File: src/rtl/ring_buf_pkg.sv
// Shared constants and types for the circular event buffer (address generator and usage monitor).
package ring_buf_pkg;

    localparam int unsigned AW        = 18;
    localparam int unsigned RW        = 16;
    localparam int unsigned MIN_LIMIT = 2;

    typedef logic [AW-1:0] addr_t;
    typedef logic [RW-1:0] round_t;
    typedef logic [AW:0]   occ_t;

    // A ring shorter than MIN_LIMIT words cannot distinguish full from empty by pointer alone.
    function automatic addr_t clamp_limit(input addr_t lim);
        return (lim < AW'(MIN_LIMIT)) ? AW'(MIN_LIMIT) : lim;
    endfunction

endpackage

File: src/rtl/ring_ptr.sv
// One ring pointer with its wrap-round counter; used for both the write and the read side.
module ring_ptr
    import ring_buf_pkg::*;
(
    input  logic          clk,
    input  logic          reset,
    input  logic          adv,
    input  logic [AW-1:0] limit_q,
    output logic [AW-1:0] ptr,
    output logic [RW-1:0] rounds
);

    addr_t  ptr_q, ptr_d;
    round_t rounds_q, rounds_d;
    logic   at_end;

    always_comb begin
        ptr_d    = ptr_q;
        rounds_d = rounds_q;
        at_end   = (ptr_q == limit_q - AW'(1));
        if (adv) begin
            if (at_end) begin
                ptr_d    = '0;
                rounds_d = rounds_q + RW'(1);
            end else begin
                ptr_d    = ptr_q + AW'(1);
            end
        end
    end

    always_ff @(posedge clk) begin
        if (!reset) begin
            ptr_q    <= '0;
            rounds_q <= '0;
        end else begin
            ptr_q    <= ptr_d;
            rounds_q <= rounds_d;
        end
    end

    assign ptr    = ptr_q;
    assign rounds = rounds_q;

endmodule

File: src/rtl/ring_addr_gen.sv
// Write/read address and round-count generator for the circular event buffer.
// Optional almost-full output enabled by defining RING_ALMOST_FULL_EN.
module ring_addr_gen
    import ring_buf_pkg::*;
#(
    parameter int unsigned AF_MARGIN = 16
) (
    input  logic          clk,
    input  logic          reset,
    input  logic [AW-1:0] limit,
    input  logic          wr_en,
    input  logic          rd_req,
    input  logic          clr_err,
    output logic          mem_we,
    output logic          mem_re,
    output logic          rd_valid,
    output logic [AW-1:0] wr_addr,
    output logic [AW-1:0] rd_addr,
    output logic [RW-1:0] n_wr_rounds,
    output logic [RW-1:0] n_rd_rounds,
    output logic          full,
    output logic          empty,
    output logic          almost_full,
    output logic          overflow,
    output logic          underflow
);

    addr_t limit_q, limit_d;
    occ_t  occ_q, occ_d;
    logic  full_q, full_d;
    logic  empty_q, empty_d;
    logic  overflow_q, overflow_d;
    logic  underflow_q, underflow_d;
    logic  rd_valid_q, rd_valid_d;
    logic  wr_ok, rd_ok;

    // Strobes are held off while reset is asserted so no stale access reaches the RAM.
    always_comb begin
        wr_ok       = wr_en  & ~full_q  & reset;
        rd_ok       = rd_req & ~empty_q & reset;
        limit_d     = reset ? limit_q : clamp_limit(limit);
        occ_d       = occ_q;
        if (wr_ok && !rd_ok) begin
            occ_d = occ_q + (AW+1)'(1);
        end else if (rd_ok && !wr_ok) begin
            occ_d = occ_q - (AW+1)'(1);
        end
        full_d      = (occ_d == {1'b0, limit_q});
        empty_d     = (occ_d == '0);
        overflow_d  = (wr_en  & full_q)  | (overflow_q  & ~clr_err);
        underflow_d = (rd_req & empty_q) | (underflow_q & ~clr_err);
        rd_valid_d  = rd_ok;
    end

    always_ff @(posedge clk) begin
        limit_q <= limit_d;
    end

    always_ff @(posedge clk) begin
        if (!reset) begin
            occ_q       <= '0;
            full_q      <= 1'b0;
            empty_q     <= 1'b1;
            overflow_q  <= 1'b0;
            underflow_q <= 1'b0;
            rd_valid_q  <= 1'b0;
        end else begin
            occ_q       <= occ_d;
            full_q      <= full_d;
            empty_q     <= empty_d;
            overflow_q  <= overflow_d;
            underflow_q <= underflow_d;
            rd_valid_q  <= rd_valid_d;
        end
    end

    ring_ptr u_wr_ptr (
        .clk     (clk),
        .reset   (reset),
        .adv     (wr_ok),
        .limit_q (limit_q),
        .ptr     (wr_addr),
        .rounds  (n_wr_rounds)
    );

    ring_ptr u_rd_ptr (
        .clk     (clk),
        .reset   (reset),
        .adv     (rd_ok),
        .limit_q (limit_q),
        .ptr     (rd_addr),
        .rounds  (n_rd_rounds)
    );

`ifdef RING_ALMOST_FULL_EN
    localparam logic [AW:0] AF_M = (AW+1)'(AF_MARGIN);

    logic almost_full_q, almost_full_d;

    // A margin covering the whole ring degenerates to "anything buffered".
    always_comb begin
        almost_full_d = 1'b0;
        if (AF_M >= {1'b0, limit_q}) begin
            almost_full_d = (occ_d != '0);
        end else begin
            almost_full_d = (occ_d >= ({1'b0, limit_q} - AF_M));
        end
    end

    always_ff @(posedge clk) begin
        if (!reset) begin
            almost_full_q <= 1'b0;
        end else begin
            almost_full_q <= almost_full_d;
        end
    end

    assign almost_full = almost_full_q;
`else
    // The margin is only consumed by the almost-full comparator.
    if (AF_MARGIN != 0) begin : g_af_margin_unused
    end
    assign almost_full = 1'b0;
`endif

    assign mem_we    = wr_ok;
    assign mem_re    = rd_ok;
    assign rd_valid  = rd_valid_q;
    assign full      = full_q;
    assign empty     = empty_q;
    assign overflow  = overflow_q;
    assign underflow = underflow_q;

endmodule

File: config.mk
export PLATFORM = sky130hd
export DESIGN_NAME = ring_addr_gen
export DESIGN_NICKNAME = d
export VERILOG_FILES = /design/src/rtl/ring_buf_pkg.sv /design/src/rtl/ring_ptr.sv /design/src/rtl/ring_addr_gen.sv
export SDC_FILE = /design/constraint.sdc
export NUM_CORES = 1
export LEC_CHECK = 0
export CAP_MARGIN = 20
export CORE_MARGIN = 8
export CORE_UTILIZATION = 60
export CTS_CLUSTER_SIZE = 24
export DETAILED_ROUTE_END_ITERATION = 16
export PLACE_DENSITY = 0.87
export SYNTH_ARGS = -nofsm -noshare
export SYNTH_HDL_FRONTEND = slang
export SYNTH_HIERARCHICAL = 1
export SYNTH_SLANG_ARGS = --single-unit
File: constraint.sdc
create_clock -name clk -period 10 [get_ports clk]
set_clock_uncertainty 0.15 [all_clocks]
set_input_delay 2.5 -clock clk [delete_from_list [all_inputs] [get_ports clk]]
set_output_delay 2.5 -clock clk [all_outputs]
set_load 0.05 [all_outputs]
# Word-level counts from Yosys, hierarchy flattened
# Index checks and enable logic that the tools add are counted.
[totals]
reg_bits = 110
in_bits = 23
out_inout_bits = 76
[op_classes]
n_addsub = 7
reduce_logical = 7
eq_ne = 3
mux = 4
n_bitwise = 13
order_cmp = 1
[op_table]
columns = ["cell", "n"]
rows = [
  ["$mux W19", 2],
  ["$add A18 B1 Y18 const B", 2],
  ["$eq A18 B18 Y1", 2],
  ["$mux W18", 2],
  ["$add A16 B1 Y16 const B", 2],
  ["$add A19 B1 Y19 const B", 1],
  ["$eq A19 B18 Y1", 1],
  ["$logic_not A19 Y1", 1],
  ["$sub A19 B1 Y19 const B", 1],
  ["$lt A18 B2 Y1 const B", 1],
  ["$sub A18 B1 Y18 const B", 1],
  ["$and A1 B1 Y1", 8],
  ["$reduce_and A2 Y1", 2],
  ["$not A1 Y1", 3],
  ["$logic_and A1 B1 Y1", 2],
  ["$logic_not A1 Y1", 2],
  ["$or A1 B1 Y1", 2],
]

# Longest topological paths before layout
[logic_depth]
word_depth = 8
depth_mapped = 12

# Modules after synthesis
# The synthesis kept the hierarchy.
[modules_own_cells]
columns = ["mod", "instances", "cells_per_inst", "area_each_um2", "seq_area_each_um2"]
rows = [
  ["ring_ptr", 2, 281, 2258.4, 680.7],
  ["ring_addr_gen", 1, 280, 2489.9, 1021.0],
]

# Worst setup path after synthesis
# No wires, ideal clock.
[synth_timing]
path_kind = "in2out"
from = "input port reset"
to = "output port mem_re"
cell_stages = 4
n_path_buf = 2
t_required_ns = 7.350
slack_ns = 2.946
t_arrival_ns = 4.404
cell_sequence = "clkbuf_1 > clkbuf_1 > clkinv_1 > nor2_1"
[synth_via]
elab_chain_cells = 1
[synth_lines]
columns = ["item", "line", "source"]
rows = [
  ["from (decl)", "ring_addr_gen.sv:9", "input logic reset,"],
  ["$and A1 B1 Y1", "ring_addr_gen.sv:40", "rd_ok = rd_req & ~empty_q & reset;"],
  ["to (decl)", "ring_addr_gen.sv:15", "output logic mem_re,"],
]
# Every way passes these cells.

# Final worst setup path
# Same ends and word-level chain as after synthesis.

==> impl_metrics.csv <==
group,metric,value,unit
yosys,netlist-cell-type-count,69,
job,cap_violations,0,
route,initialDrtViolationCount,790,
yosys,synth_top_area_cell,"dfxtp_1",
pwr,p_total,1.10,mW
pwr,leakage,2.94,nW
route,via_per_inst,6.16,
yosys,synth_top_cells_by_area,"dfxtp_1, edfxtp_1, xnor2_1",
yosys,async_reset_ff_frac,0,
clock_network,cts.clk_slew.worst_paths,0.07,ns
clock_network,cts_max_path_buffers,2,
cells_and_area,syn_to_final_growth,17.3,%
clock_network,clk_latency,0.36,ns
floorplanning,dieArea,15400,um^2
clock_network,post_cts_buffers,0,
route,num_vias,6424,
worst_setup_path,cp-start-kind,"primary input",
global_routing,grt.overflow.total,0,
yosys,synthMuxAreaShare,0.0243,
timing,fmax,130,MHz
clock_network,cts_resized,0,
timing,setup_viol_count_final,0,
worst_setup_path,crit_type,"in -> out",
timing,min_period,7.72,ns
yosys,synth_edf_count,18,
yosys,synth_top_family_by_area,"simple AND/OR/NAND/NOR gates",
timing,period_share,0.772,
yosys,yosys_warnings,6,
pwr,powerDensity,134,nW/um^2
cells_and_area,drive_gt1_frac,0.0522,
global_routing,grt_pass1_wl,29200,um
clock_network,htree_levels,3,
clock_network,hold_buffers,0,
outcome,status,"finished, final reports clean",
cells_and_area,nets,926,
floorplanning,start_util,0.614,
route,routed_wl,18100,um
global_routing,antenna_found_initial,0,
placement,dp_hpwl,12900,um
yosys,synth_most_common_cell,"dfxtp_1",
floorplanning,die_h,124,um
global_routing,grt_pass1_vias,5887,
yosys,synth_xor_area_frac,0.130,
yosys,yosysTopAreaCellShare,0.263,
yosys,synth_area,7010,um^2
worst_setup_path,crit_fanout,26,
clock_network,root_buffer,"clkbuf_16",
clock_network,cts_buffers,9,
yosys,synth_ff_type,"dfxtp_1",
yosys,syn_area_per_cell,8.32,um^2
global_routing,grt_max_degree,105,
cells_and_area,multi_input_area,4250,um^2
floorplanning,die_width,124,um
cells_and_area,fillers,871,
floorplanning,num_rows,39,
timing,rsz0062_at_grt,"false",
yosys,synth_fp_nets,873,
route,wl_per_cell,17.3,um
global_routing,track_usage,0.235,
timing,hold_viol,0,
yosys,synth_compound_area_frac,0.124,
timing,worstMarginPinSlew,0.965,ns
worst_setup_path,end_kind,"output pin",
yosys,synth_seq_cells,110,
cells_and_area,register_area,2380,um^2
yosys,synthCells,842,
yosys,synth-simple-area-share,0.314,
worst_hold_path,hold_path.class,"reg -> reg",
timing,setup_tns,0,ns
timing,relSlewSlack,0.357,
worst_setup_path,cp.arrival,5.07,ns
cells_and_area,diodes,0,
route,postRouteAntennaNets,0,
yosys,synthAdderAreaFrac,0.0143,
pwr,vdd_drop_max,0.130,mV
yosys,synth_commonest_cells,"dfxtp_1, nand2_1, nor2_1",
yosys,seq_area_frac_synth,0.340,
worst_setup_path,required,7.35,ns
route,drt_pass1_iterations,6,
clock_network,cts_tree,"done",
timing,drv_slew,0,
floorplanning,io_pins,99,
placement,port_buffers,97,
route,drc,0,
clock_network,cts.sinks,110,
floorplanning,coreArea,11400,um^2
placement,gp_congestion,0.922,
worst max-delay path, stage by stage:
cell and delay (ns):
buf_2 0.09, clkinv_1 0.68, nor2_1 0.85, clkdlybuf4s50_1 0.94
layout by cell type (no fill, tap or decap), drive strengths merged, types with 11 or more instances in the layout:
cell,count
clkdlybuf4s50,96
dfxtp,92
nand2,83
nor2,76
xnor2,53
xor2,51
nand3,33
nand4,31
inv,30
nand2b,28
nor4,27
nor3,24
and3,23
o21ai,23
edfxtp,18
mux2i,17
and2,16
clkbuf,12
a31oi,11
nand3b,11
state kept, by name (all words and copies together) (netlist names), 16 cells and up:
| name | count |
|---|---|
| limit_q | 18 |
| occ_q | 19 |
| u_rd_ptr/ptr | 18 |
| u_rd_ptr/rounds | 16 |
| u_wr_ptr/ptr | 18 |
| u_wr_ptr/rounds | 16 |
metrics by stage:
step | instances | hold WS, ns | instance area [um^2] | utilization | worst slack [ns]
final | 1043 | 0.333 | 8220 | 0.720 | 2.28
after global routing | 1043 | 0.366 | 8220 | 0.720 | 2.08
after CTS | 1043 | 0.335 | 8220 | 0.720 | 2.26
after detailed placement | 1027 | 0.324 | 7900 | 0.692 | 2.26
after global placement | 1027 | 0.320 | 7900 | 0.692 | 2.33
after floorplan | 842 | 0.428 | 7010 | - | 2.95
area by class of cell:
| type | count | area share |
|---|---|---|
| sequential | 110 | 0.290 |
| inverter | 30 | 0.0137 |
| timing repair buffer | 98 | 0.118 |
| tap | 143 | 0.0218 |
| multi-input combinational | 646 | 0.518 |
| clock buffer | 12 | 0.0326 |
| clock inverter | 4 | 0.00624 |
worst paths after layout:
kind / start / endpoint / slack, ns / cells after the start
hold / removal: u_rd_ptr/rounds[10]$_SDFFE_PN0P_ / u_rd_ptr/rounds[10]$_SDFFE_PN0P_ / 0.33 / 2
setup / recovery: reset / mem_re / 2.28 / 4
setup reg to reg: limit_q[0]$_SDFFCE_PN0N_ / u_rd_ptr/ptr[11]$_SDFFE_PN0P_ / 6.11 / 10
hold reg to reg: u_rd_ptr/rounds[10]$_SDFFE_PN0P_ / u_rd_ptr/rounds[10]$_SDFFE_PN0P_ / 0.33 / 2
routing by layer:
metal  part of all wire  up-vias  track usage
li1                   -     3094            -
met1               0.43     3060        0.291
met2               0.48      243        0.389
met3              0.074       27       0.0639
met4              0.015        0       0.0714
met5                  0        -            0
power breakdown:
| part | internal, mW | switching (mW) | total (mW) |
|---|---|---|---|
| clock network | 0.217 | 0.165 | 0.382 |
| logic | 0.0889 | 0.122 | 0.210 |
| registers | 0.468 | 0.0419 | 0.510 |
logic make-up (layout without fill, tap and decap cells):
| kind of cell | Yosys count | after routing |
|---|---|---|
| AND/OR/NAND/NOR | 400 | 400 |
| AO/OA/AOI/OAI | 116 | 116 |
| flip-flops | 110 | 110 |
| XOR/XNOR | 104 | 104 |
| buffers and inverters | 86 | 144 |
| multiplexers | 17 | 17 |
| adder cells (fa/ha/maj) | 8 | 8 |
| other | 1 | 1 |
(Power assumes the default switching activity.)
